## src/rtl/traffic_pkg.sv

```systemverilog
// Shared types for the wind-pattern light path: the wind code and the debounce state.
package traffic_pkg;

  typedef enum logic [1:0] {
    CALM = 2'b00,
    R2L  = 2'b01,
    L2R  = 2'b10,
    BAD  = 2'b11
  } wind_t;

  typedef enum logic {
    STABLE,
    SETTLING
  } deb_state_t;

endpackage

```

## src/rtl/wind_input_conditioner_step_divider.sv

```systemverilog
// Free-running step pulse generator; restart realigns the period to a new wind pattern.
module step_divider #(
  parameter int unsigned STEP_DIV = 8
) (
  input  logic clk,
  input  logic reset,
  input  logic restart,
  output logic step
);

  localparam int unsigned DW = $clog2(STEP_DIV);
  localparam logic [DW-1:0] DIV_MAX = DW'(STEP_DIV - 1);

  logic [DW-1:0] div;
  logic [DW-1:0] div_next;

  always_comb begin
    div_next = div + 1'b1;
    if (restart || div == DIV_MAX) begin
      div_next = '0;
    end
  end

  // step is registered from div_next so it is high exactly while div holds DIV_MAX
  always_ff @(posedge clk) begin
    if (reset) begin
      div  <= '0;
      step <= 1'b0;
    end else begin
      div  <= div_next;
      step <= (div_next == DIV_MAX);
    end
  end

endmodule

```

## src/rtl/wind_input_conditioner.sv

```systemverilog
// Switch synchroniser, debouncer and legality filter producing the wind code and step enable.
module wind_input_conditioner
  import traffic_pkg::*;
#(
  parameter int unsigned DEBOUNCE_CYCLES = 4,
  parameter int unsigned STEP_DIV        = 8
) (
  input  logic       clk,
  input  logic       reset,
  input  logic [1:0] sw_raw,
  output logic [1:0] w,
  output logic       step,
  output logic       w_changed,
  output logic       illegal
);

  localparam int unsigned CW = $clog2(DEBOUNCE_CYCLES);
  localparam logic [CW-1:0] CNT_MAX = CW'(DEBOUNCE_CYCLES - 1);

  logic [1:0]  s1;
  logic [1:0]  s2;
  wind_t       cand;
  wind_t       w_q;
  deb_state_t  state;
  logic [CW-1:0] cnt;
  logic        update;

  assign w = w_q;

  // A new legal value is taken only once the candidate is stable and s2 still agrees with it.
  assign update = (state == STABLE) && (s2 == cand) && (cand != w_q) && (cand != BAD);

  always_ff @(posedge clk) begin
    if (reset) begin
      s1        <= '0;
      s2        <= '0;
      cand      <= CALM;
      cnt       <= CNT_MAX;
      state     <= STABLE;
      w_q       <= CALM;
      w_changed <= 1'b0;
      illegal   <= 1'b0;
    end else begin
      s1        <= sw_raw;
      s2        <= s1;
      w_changed <= 1'b0;
      if (s2 != cand) begin
        cand    <= wind_t'(s2);
        cnt     <= '0;
        state   <= SETTLING;
        illegal <= 1'b0;
      end else if (state == SETTLING) begin
        cnt <= cnt + 1'b1;
        if (cnt == CNT_MAX - 1'b1) begin
          state   <= STABLE;
          illegal <= (cand == BAD);
        end
      end else if (update) begin
        w_q       <= cand;
        w_changed <= 1'b1;
      end
    end
  end

  step_divider #(
    .STEP_DIV(STEP_DIV)
  ) u_step_divider (
    .clk    (clk),
    .reset  (reset),
    .restart(update),
    .step   (step)
  );

endmodule
```

## config.mk

```make
export PLATFORM = sky130hd
export DESIGN_NAME = wind_input_conditioner
export DESIGN_NICKNAME = d
export VERILOG_FILES = /design/src/rtl/traffic_pkg.sv /design/src/rtl/wind_input_conditioner_step_divider.sv /design/src/rtl/wind_input_conditioner.sv
export SDC_FILE = /design/constraint.sdc
export NUM_CORES = 1
export LEC_CHECK = 0
export CAP_MARGIN = 25
export CORE_ASPECT_RATIO = 0.9
export CORE_UTILIZATION = 45
export DETAILED_ROUTE_END_ITERATION = 8
export PLACE_DENSITY = 0.78
export SLEW_MARGIN = 15
export SYNTH_ARGS = -nofsm -noshare
export SYNTH_HDL_FRONTEND = slang
export SYNTH_SLANG_ARGS = --single-unit
```

## constraint.sdc

```tcl
create_clock -name clk -period 1.42 [get_ports clk]
set_input_delay 0.284 -clock clk [delete_from_list [all_inputs] [get_ports clk]]
set_output_delay 0.284 -clock clk [all_outputs]
set_load 0.005 [all_outputs]
```

* Yosys cells after proc, flatten, opt, wreduce, memory -nomap -nowiden
Index checks and enable logic that the tools add are counted.
** Storage, ports and cells
- Register bits after elaboration :: 17
- Latch bits :: 0
- Bits in writable memories :: 0
- Memory bits (read-only) :: 0
- Memories kept :: 0
** Cells by class
- Add/subtract/negate cells :: 2
- Multipliers :: 0
- Div/mod/pow operators :: 0
- Magnitude comparators :: 0
- Equality and inequality tests :: 8
- Shift operators :: 0
- Mux-type cells :: 7
- Bitwise gates (word level) :: 2
- Reductions and logical operators :: 9
** Operator list (number)
- 3-bit == test, second input constant :: 2
- 2-bit == test, second input constant :: 2
- 1-bit 2-to-1 mux :: 4
- 2-bit 2-to-1 mux :: 2
- 2-bit inequality test :: 2
- 3-bit by 1-bit adder with 3-bit output, second input constant :: 1
- 1-bit logical AND :: 3
- 3-bit 2-to-1 mux :: 1
- 3-bit AND reduction :: 1
- 3-bit OR reduction :: 1
- 2-bit by 1-bit adder with 2-bit output, second input constant :: 1
- 2-bit == test :: 1
- 2-bit inequality test, second input constant :: 1
- 1-bit inverter :: 2
- 2-bit AND reduction :: 1
- 2-bit nonzero test :: 1
- 2-bit OR reduction :: 1
- 1-bit logical OR :: 1

* Longest topological paths before layout
Gate-level depths: netlist of run 1.
- Word-level depth :: 7
- Depth in mapped cells :: 5
- Mapped depth without buffers :: 5

* Hierarchy
From an unflattened synthesis of run 1, not the netlist that was laid out.
** Unflattened totals
- Cells, all modules :: 61
- Area total of the unflattened synthesis :: 675.6 um2
** Modules (own cells, without submodules)
- wind_input_conditioner :: instances 1, cells an instance 49, area each 530.5 um2
- step_divider :: instances 1, cells an instance 12, area each 145.1 um2

* Worst setup path after synthesis of run 1
Ideal clock, no wire load.
- Kind :: register to register
- From :: register u_step_divider.div[0]
- To :: register u_step_divider.step
- Arrival :: 1.287 ns
- Data required time :: 1.342 ns
- Slack :: 0.055 ns
- Stages on the path, launching flop included :: 5
- Cells stage by stage :: dfxtp_1 ha_1 ha_1 or4bb_1 nor3_1
** On the way
- Cells in the longest elaborated chain, start to end :: 4
** Ends and longest elaborated chain
- start, declared :: line wind_input_conditioner_step_divider.sv:14 : logic [DW-1:0] div;
- start signal, assigned :: line wind_input_conditioner_step_divider.sv:30 : div <= div_next;
- parallel branches: the longest is 2 deep, another holds 3-bit by 1-bit adder with 3-bit output
- 3-bit 2-to-1 mux * :: line wind_input_conditioner_step_divider.sv:19 : if (restart || div == DIV_MAX) begin
- 3-bit == test * :: line wind_input_conditioner_step_divider.sv:31 : step <= (div_next == DIV_MAX);
- end signal, assigned :: line wind_input_conditioner_step_divider.sv:31
- end, declared :: line wind_input_conditioner_step_divider.sv:8 : output logic step
Every way passes the cells marked *.
A chain may end at the register's enable or synchronous reset.

* Worst setup path in the final report of run 1
- From :: register w_changed
- To :: output w_changed
** RTL lines
- start, declared :: line wind_input_conditioner.sv:13 : output logic w_changed,
- start signal, assigned :: line wind_input_conditioner.sv:41 : w_changed <= 1'b0;
- start signal, assigned :: line wind_input_conditioner.sv:46 : w_changed <= 1'b0;
- start signal, assigned :: line wind_input_conditioner.sv:60 : w_changed <= 1'b1;
No word-level cell between the ends.

==> impl_metrics.py, run 1 <==
metrics = {
    "setup_path": {
        "start_kind": "flip-flop",
        "path_cells": "clkdlybuf4s50_1",
        "critPathSlowestCell": "clkdlybuf4s50_1",
        "crit_path_max_fanout": 1,
        "worstPathRequired_ns": 1.14,
        "end_kind": "output pin",
        "arrival_ns": 1.10,
        "path_delay_family": "buffers and inverters",
        "path_class": "reg2out",
        "slowest_delay_ns": 0.49,
        "critPathBufInv": 1,
    },
    "logic_synthesis": {
        "synth_common_cells": "dfxtp_1, nor2b_1, nor3_1",
        "synth_seq_cells": 17,
        "synth_nets": 67,
        "synth_area_leader_cell": "dfxtp_1",
        "synth_cells": 60,
        "ys_async_sr_fraction": 0,
        "yosys_warnings": 0,
        "ys_seq_area_frac": 0.511,
        "yosys-top-cells-area": "dfxtp_1, nor2b_1, ha_1, a211oi_4, nor3_1",
        "synthMostInstantiatedCell": "dfxtp_1",
        "yosysUniqueCellTypes": 24,
        "synth-main-ff-cell": "dfxtp_1",
        "synth_edf_count": 0,
        "syn_area_um2": 666,
        "synth_top_area_frac": 0.511,
        "syn_area_per_cell_um2": 11.1,
    },
    "placed_design": {
        "io_buffers": 8,
        "gp_congestion": 0.661,
        "dpl.hpwl_um": 803,
        "postPlaceCellArea_um2": 769,
        "dp_cells": 82,
    },
    "detailed_routing": {
        "dr_total_vias": 483,
        "drtAntennaViolNets": 0,
        "drc": 0,
        "wire_per_inst_um": 13.2,
        "wl_um": 1180,
        "firstDrtPassIters": 3,
        "vias_per_cell": 5.43,
        "drtIter0Drc": 6,
    },
    "floorplanning": {
        "core_area_um2": 1310,
        "die_h_um": 38.5,
        "io_pins": 9,
        "fp-row-count": 12,
        "initial_utilization": 0.510,
        "die_w_um": 42.5,
        "design.die.area_um2": 1640,
    },
    "global_routing": {
        "grt_usage": 0.179,
        "grt_pass1_vias": 506,
        "grt_max_degree": 17,
        "gr-total-overflow": 0,
        "antenna_found_initial": 0,
        "grt_pass1_wl_um": 2010,
    },
    "pwr": {
        "total_leakage_power_nw": 0.374,
        "p_total_mw": 0.991,
        "power_per_cell_area_nw_per_um2": 1160,
        "peakVddDrop_mv": 1.00,
    },
    "clocking": {
        "h-tree-depth": 1,
        "clk_latency_ns": 0.29,
        "root_buffer": "clkbuf_4",
        "cts-hold-fix-buffers": 0,
        "clock-sinks": 17,
        "cts_tree": "built",
        "clock_path_buffers": 2,
        "cts_buffers": 3,
        "path_clk_slew_ns": 0.09,
    },
    "sta": {
        "tightest_slew_ns": 0.378,
        "period_share": 0.974,
        "final-max-slew-violation-count": 0,
        "slew-limit-headroom": 0.748,
        "finalSetupViolations": 0,
        "min_period_ns": 1.38,
        "rsz0062_at_grt": "no",
        "hold-worst-slack_ns": 0.448,
        "fmaxAchievable_mhz": 723,
        "fin_skew_ns": 0.00803,
        "finalHoldViolCount": 0,
    },
    "status": {
        "status": "complete, no violations",
    },
    "cells_and_area": {
        "design_area_um2": 853,
        "fill_cells": 107,
        "final_cell_count_no_fill": 89,
        "area_growth_pct": 28.2,
        "drive_above_1_share": 0.240,
        "finalNetCount": 83,
        "antennaDiodeCount": 0,
    },
    "min_path": {
        "worstHoldPathType": "reg2reg",
    },
    "run": {
        "maxCapViolations": 0,
    },
}
sequential cells by signal, indices dropped and copies added, names as in the netlist:
name and cells:
w_changed 1, s1 2, w 2, u_step_divider.div 3
s2 2, illegal 1, state 1, cnt 2
cand 2, u_step_divider.step 1
stage by stage:
stage | utilization | TNS [ns] | setup WS, ns
floorplan | - | 0 | 0.0554
global placement | 0.589 | 0 | 0.0473
detailed placement | 0.589 | -0.00296 | -0.00296
CTS | 0.648 | 0 | 0.000679
global route | 0.653 | 0 | 0.00272
finish | 0.653 | 0 | 0.0374
power by group:
| part | switching, mW | total (mW) | internal (mW) |
|---|---|---|---|
| Clock | 0.145 | 0.254 | 0.109 |
| Combinational | 0.0786 | 0.185 | 0.107 |
| Sequential | 0.0333 | 0.551 | 0.518 |
routing by layer:
metal  up-vias  GRT usage  wire, um
li1        237          -         -
met1       233      0.166       481
met2        10      0.342       631
met3         3     0.0849        54
met4         0     0.0703        10
met5         -          0         0
final timing paths:
path / depth (start not counted) / slack [ns] / start / end
max: 1 / 0.04 / w_changed / w_changed
min: 1 / 0.45 / s1[0] / s2[0]
max reg2reg: 4 / 0.06 / u_step_divider.div[0] / u_step_divider.step
min reg2reg: 1 / 0.45 / s1[0] / s2[0]
cell type report:
cell class	count	area (um2)	share of cell area
Tap cell	14	17.5	0.0205
Multi-Input combinational cell	39	334	0.391
Clock buffer	4	26.3	0.0308
Timing Repair Buffer	13	120	0.141
Sequential cell	17	348	0.408
Inverter	2	7.51	0.00880
cell families after synthesis:
family	synth area share
AO/OA/AOI/OAI	0.148
flip-flops	0.511
AND/OR/NAND/NOR	0.220
adder cells (fa/ha/maj)	0.0564
XOR/XNOR	0.0395
buffers and inverters	0.0244
placed cells by master, fill, tap and decap left out, drive strengths merged, types with 3 or more instances in the layout:
cell,netlist,layout
dfxtp,17,17
nor2b,9,9
buf,1,5
nor3,4,4
clkdlybuf4s50,0,4
clkbuf,1,4
o21bai,4,4
nor2,3,3
ha,3,3
repair_timing:
| item | in CTS | in global routing |
|---|---|---|
| setup buffers | 3 | 0 |
| resized for setup | 10 | 3 |
| setup endpoints to repair | 4 | 3 |
| pin swaps | 3 | 1 |
| endpoints found under the hold margin | 0 | 0 |
Note: power is estimated with default switching activity, not from simulation.
==> inputs of run 2 (changes only) <==
--- a/config.mk
+++ b/config.mk
@@ -7,9 +7,11 @@
 export LEC_CHECK = 0
 export CAP_MARGIN = 25
 export CORE_ASPECT_RATIO = 0.9
+export CORE_MARGIN = 4
 export CORE_UTILIZATION = 45
 export DETAILED_ROUTE_END_ITERATION = 8
 export PLACE_DENSITY = 0.78
+export SETUP_SLACK_MARGIN = 0.15
 export SLEW_MARGIN = 15
 export SYNTH_ARGS = -nofsm -noshare
 export SYNTH_HDL_FRONTEND = slang
==> run 2 against run 1 <==
Against the previous run: sequential cell count did not move; sequential share of layout area is 0.99 points lower; critical endpoint is now u_step_divider.step; combinational power rose by 8%; global-route usage decreased by 6.8 points; final area is 5.4% higher; register-to-register slack is essentially flat; cell count unchanged; worst setup slack better by 0.029 ns; first-iteration DRC count increased by 33%; clock power is 2% lower.
==> impl_metrics.py, run 2 (synthesis gave the netlist of run 1 again) <==
metrics = {
    "cells_and_area": {
        "drive_above_1_share": 0.347,
        "final_cell_mix": "dfxtp_1, nor2b_1, dlygate4sd2_1",
        "final_cell_count_no_fill": 89,
        "top_register": "u_step_divider.div",
        "finalNetCount": 83,
        "largest_register_ffs": 3,
        "area_growth_pct": 35.2,
        "final_common_cell": "dfxtp_1",
        "antennaDiodeCount": 0,
        "utilization": 0.689,
        "design_area_um2": 900,
    },
    "placed_design": {
        "postPlaceCellArea_um2": 788,
        "gp_congestion": 0.730,
        "io_buffers": 8,
        "dpl.hpwl_um": 769,
        "dp_cells": 81,
    },
    "clocking": {
        "path_clk_slew_ns": 0.09,
        "root_buffer": "clkbuf_4",
        "clk_latency_ns": 0.29,
        "clock-sinks": 17,
        "cts-hold-fix-buffers": 0,
        "cts_buffers": 3,
        "h-tree-depth": 1,
        "clock_path_buffers": 2,
        "cts_tree": "built",
    },
    "floorplanning": {
        "die_h_um": 44.5,
        "io_pins": 9,
        "core_area_um2": 1310,
        "die_w_um": 48.5,
        "design.die.area_um2": 2160,
        "fp-row-count": 12,
        "initial_utilization": 0.510,
    },
    "setup_path": {
        "slowest_delay_ns": 0.40,
        "start_kind": "flip-flop",
        "path_cells": "ha_4, ha_4, or4bb_1, nor3_2",
        "crit_path_max_fanout": 2,
        "end_kind": "flip-flop",
        "r2r_slack_ns": 0.07,
        "worstPathRequired_ns": 1.64,
        "path_class": "reg2reg",
        "critPathSlowestCell": "or4bb_1",
        "crit_path_frequent_cell": "ha_4",
        "arrival_ns": 1.57,
    },
    "global_routing": {
        "grt_pass1_wl_um": 1800,
        "antenna_found_initial": 0,
        "grt_max_degree": 17,
        "grt_usage": 0.111,
        "top_usage_layer": "met2",
        "grt_pass1_vias": 419,
        "grt.met2_usage": 0.151,
        "met3_usage": 0.0303,
        "gr-total-overflow": 0,
        "met1_usage": 0.142,
    },
    "pwr": {
        "pwr-share-seq": 0.552,
        "internal_power_mw": 0.739,
        "power_per_cell_area_nw_per_um2": 1110,
        "peakVddDrop_mv": 0.759,
        "total_leakage_power_nw": 0.363,
        "swShare": 0.259,
        "p_total_mw": 0.997,
        "power.share.clock": 0.249,
        "power.switching_mw": 0.258,
        "combPwrFrac": 0.199,
    },
    "sta": {
        "finalHoldViolCount": 0,
        "fmaxAchievable_mhz": 739,
        "slew-limit-headroom": 0.757,
        "tns_ns": 0,
        "min_period_ns": 1.35,
        "rsz0062_at_grt": "yes",
        "final-max-slew-violation-count": 0,
        "fin_skew_ns": 0.00264,
        "tightest_slew_ns": 0.364,
        "finalSetupViolations": 0,
        "period_share": 0.953,
    },
    "detailed_routing": {
        "drtAntennaViolNets": 0,
        "dr_total_vias": 460,
        "firstDrtPassIters": 4,
        "vias_per_cell": 5.17,
        "drtIter0Drc": 8,
        "drc": 0,
        "wire_per_inst_um": 12.9,
        "wl_um": 1150,
    },
    "status": {
        "status": "complete, no violations",
    },
    "run": {
        "maxCapViolations": 0,
    },
    "min_path": {
        "worstHoldPathType": "reg2reg",
    },
}
run 2: cell types whose count changed in the layout (fill, tap and decap cells not counted), sizes merged:
cell and delta:
dlymetal6s2s -2, clkdlybuf4s50 -1, dlygate4sd2 +3
run 2: layer usage:
metal | wire [um] | up-vias
met3 | 65 | 4
li1 | - | 242
met5 | 0 | -
met1 | 529 | 202
met2 | 516 | 12
met4 | 36 | 0
run 2: timing repair:
item | 4_1_cts | 5_1_grt
gates resized for setup | 9 | 15
setup buffers | 2 | 2
gates cloned | 0 | 0
pin swaps | 1 | 3
endpoints found under the setup margin | 6 | 7
run 2: cell type report:
type | instances | area [um2]
sequential | 17 | 358
inverter | 2 | 7.51
clock buffer | 4 | 26.3
tap | 14 | 17.5
multi-input combinational | 39 | 372
fill | 102 | 407
timing repair buffer | 13 | 119
run 2: through the flow:
| stage | hold WS [ns] | setup slack [ns] |
|---|---|---|
| floorplan | 0.356 | 0.0930 |
| finish | 0.455 | 0.0662 |
| global placement | 0.417 | -0.0135 |
| CTS | 0.456 | 0.0674 |
| detailed placement | 0.438 | -0.0318 |
| global route | 0.474 | 0.0233 |
run 2: path summary, 6_finish.rpt:
path	from	endpoint	cells past startpoint
setup / recovery	u_step_divider.div[0]	u_step_divider.step	4
hold / removal	s1[0]	s2[0]	1
setup reg to reg	u_step_divider.div[0]	u_step_divider.step	4
hold reg to reg	s1[0]	s2[0]	1
run 2: power by group through the flow:
stage	Sequential [mW]	Clock, mW	Combinational [mW]
final	0.551	0.248	0.199
after detailed placement	0.568	0	0.165
after global placement	0.565	0	0.161
after floorplan	0.554	0	0.122
after CTS	0.552	0.255	0.174
after global routing	0.557	0.279	0.220
run 2: worst max-delay path, delay by kind of cell (launching register included):
kind | cells | cell delay [ns]
flops | 1 | 0.36
fa+ha+maj | 2 | 0.41
simple gates | 2 | 0.51
==> inputs of run 3 (changes only) <==
--- a/config.mk
+++ b/config.mk
@@ -6,11 +6,10 @@
 export NUM_CORES = 1
 export LEC_CHECK = 0
 export CAP_MARGIN = 25
-export CORE_ASPECT_RATIO = 0.9
 export CORE_MARGIN = 4
-export CORE_UTILIZATION = 45
+export CORE_UTILIZATION = 50
 export DETAILED_ROUTE_END_ITERATION = 8
-export PLACE_DENSITY = 0.78
+export PLACE_DENSITY = 0.82
 export SETUP_SLACK_MARGIN = 0.15
 export SLEW_MARGIN = 15
 export SYNTH_ARGS = -nofsm -noshare
==> constraint.sdc (replaced) <==
create_clock -name clk -period 1.4 [get_ports clk]
set_input_delay 0.28 -clock clk [delete_from_list [all_inputs] [get_ports clk]]
set_output_delay 0.28 -clock clk [all_outputs]
set_load 0.005 [all_outputs]
==> run 3 against run 2 <==
Against the previous run: fmax increased by 2.9%; routed wire length is 7.9% lower; critical endpoint unchanged; core utilization rose by 5.7 points; clock power hardly changed; total power rose by 0.28%; largest power group unchanged.
==> impl_metrics.py, run 3 (synthesis gave the netlist of run 1 again) <==
metrics = {
    "status": {
        "status": "complete, no violations",
    },
    "pwr": {
        "swShare": 0.251,
        "peakVddDrop_mv": 0.764,
        "power.share.clock": 0.246,
        "internal_power_mw": 0.749,
        "p_total_mw": 1.00,
        "power_per_cell_area_nw_per_um2": 1130,
        "power.switching_mw": 0.251,
        "pwr-share-seq": 0.559,
        "total_leakage_power_nw": 0.370,
        "combPwrFrac": 0.195,
    },
    "clocking": {
        "cts_tree": "built",
        "path_clk_slew_ns": 0.09,
        "h-tree-depth": 1,
        "clock_path_buffers": 2,
        "cts-hold-fix-buffers": 0,
        "root_buffer": "clkbuf_4",
        "clock-sinks": 17,
        "clk_latency_ns": 0.28,
        "cts_buffers": 3,
    },
    "floorplanning": {
        "design.die.area_um2": 1980,
        "io_pins": 9,
        "die_h_um": 44.5,
        "fp-row-count": 12,
        "core_area_um2": 1190,
        "initial_utilization": 0.561,
        "die_w_um": 44.5,
    },
    "cells_and_area": {
        "final_cell_count_no_fill": 88,
        "fill_cells": 83,
        "design_area_um2": 885,
        "top_register": "u_step_divider.div",
        "drive_above_1_share": 0.338,
        "largest_register_ffs": 3,
        "utilization": 0.746,
        "area_growth_pct": 32.9,
        "antennaDiodeCount": 0,
        "final_common_cell": "dfxtp_1",
        "finalNetCount": 82,
        "final_cell_mix": "dfxtp_1, nor2b_1, dfxtp_2",
    },
    "placed_design": {
        "pre_cts_ws_ns": -0.0410,
        "io_buffers": 8,
        "gp_congestion": 0.704,
        "dpl.hpwl_um": 751,
        "dp_cells": 81,
        "postPlaceCellArea_um2": 788,
    },
    "sta": {
        "fmaxAchievable_mhz": 760,
        "finalHoldViolCount": 0,
        "slew-limit-headroom": 0.767,
        "rsz0062_at_grt": "yes",
        "period_share": 0.940,
        "finalSetupViolations": 0,
        "hold-worst-slack_ns": 0.449,
        "min_period_ns": 1.32,
        "worst_slack_ns": 0.0840,
        "fin_skew_ns": 0.00357,
        "tns_ns": 0,
        "tightest_slew_ns": 0.346,
        "final-max-slew-violation-count": 0,
    },
    "detailed_routing": {
        "drc": 0,
        "vias_per_cell": 5.22,
        "wire_per_inst_um": 12.0,
        "drtIter0Drc": 4,
        "firstDrtPassIters": 3,
        "dr_total_vias": 459,
        "drtAntennaViolNets": 0,
        "wl_um": 1060,
    },
    "global_routing": {
        "antenna_found_initial": 0,
        "grt_usage": 0.124,
        "gr-total-overflow": 0,
        "grt_max_degree": 17,
        "grt_pass1_wl_um": 1810,
        "grt_pass1_vias": 427,
    },
    "setup_path": {
        "end_kind": "flip-flop",
        "arrival_ns": 1.54,
        "slowest_delay_ns": 0.40,
        "crit_path_max_fanout": 2,
        "start_kind": "flip-flop",
        "path_delay_family": "simple AND/OR/NAND/NOR gates",
        "critPathSlowestCell": "or4bb_1",
        "path_cells": "ha_4, ha_4, or4bb_1, nor3_2",
        "path_class": "reg2reg",
        "crit_path_frequent_cell": "ha_4",
        "critPathBufInv": 0,
        "worstPathRequired_ns": 1.62,
    },
    "min_path": {
        "worstHoldPathType": "reg2reg",
    },
    "run": {
        "maxCapViolations": 0,
    },
}
[run 3: final timing paths]
check / from / to / slack, ns / depth (start not counted)
hold / removal: s1[1] / s2[1] / 0.45 / 1
setup / recovery: u_step_divider.div[0] / u_step_divider.step / 0.08 / 4
setup reg to reg: u_step_divider.div[0] / u_step_divider.step / 0.08 / 4
hold reg to reg: s1[1] / s2[1] / 0.45 / 1
[run 3: area by class of cell]
cell class                 instances  area [um2]  share of cell area
multi-input combinational         39         364               0.412
timing repair buffer              12         115               0.130
clock buffer                       4        26.3              0.0297
tap                               14        17.5              0.0198
sequential                        17         354               0.400
inverter                           2        7.51             0.00849
[run 3: per-layer routing]
metal	share of wire	up-vias	track usage
li1	-	241	-
met1	0.47	206	0.165
met2	0.46	10	0.192
met3	0.055	2	0.0244
met4	0.014	0	0.0542
met5	0	-	0
[run 3: what timing repair did]
item	in CTS	in global routing
resized for setup	13	9
endpoints found under the setup margin	9	6
pin swaps	2	0
setup buffers	3	0
[run 3: power groups by stage]
stage / logic (mW) / clock network (mW) / registers, mW
3_5_place_dp: 0.166 / 0 / 0.575
3_3_place_gp: 0.162 / 0 / 0.572
4_1_cts: 0.188 / 0.258 / 0.559
6_report: 0.195 / 0.246 / 0.559
2_1_floorplan: 0.124 / 0 / 0.562
5_1_grt: 0.221 / 0.279 / 0.564
[run 3: worst reg2reg max path, stage by stage, from the launching register on]
cell     delay [ns]
dfxtp_2        0.34
ha_4           0.16
ha_4           0.25
or4bb_1        0.40
nor3_2         0.10
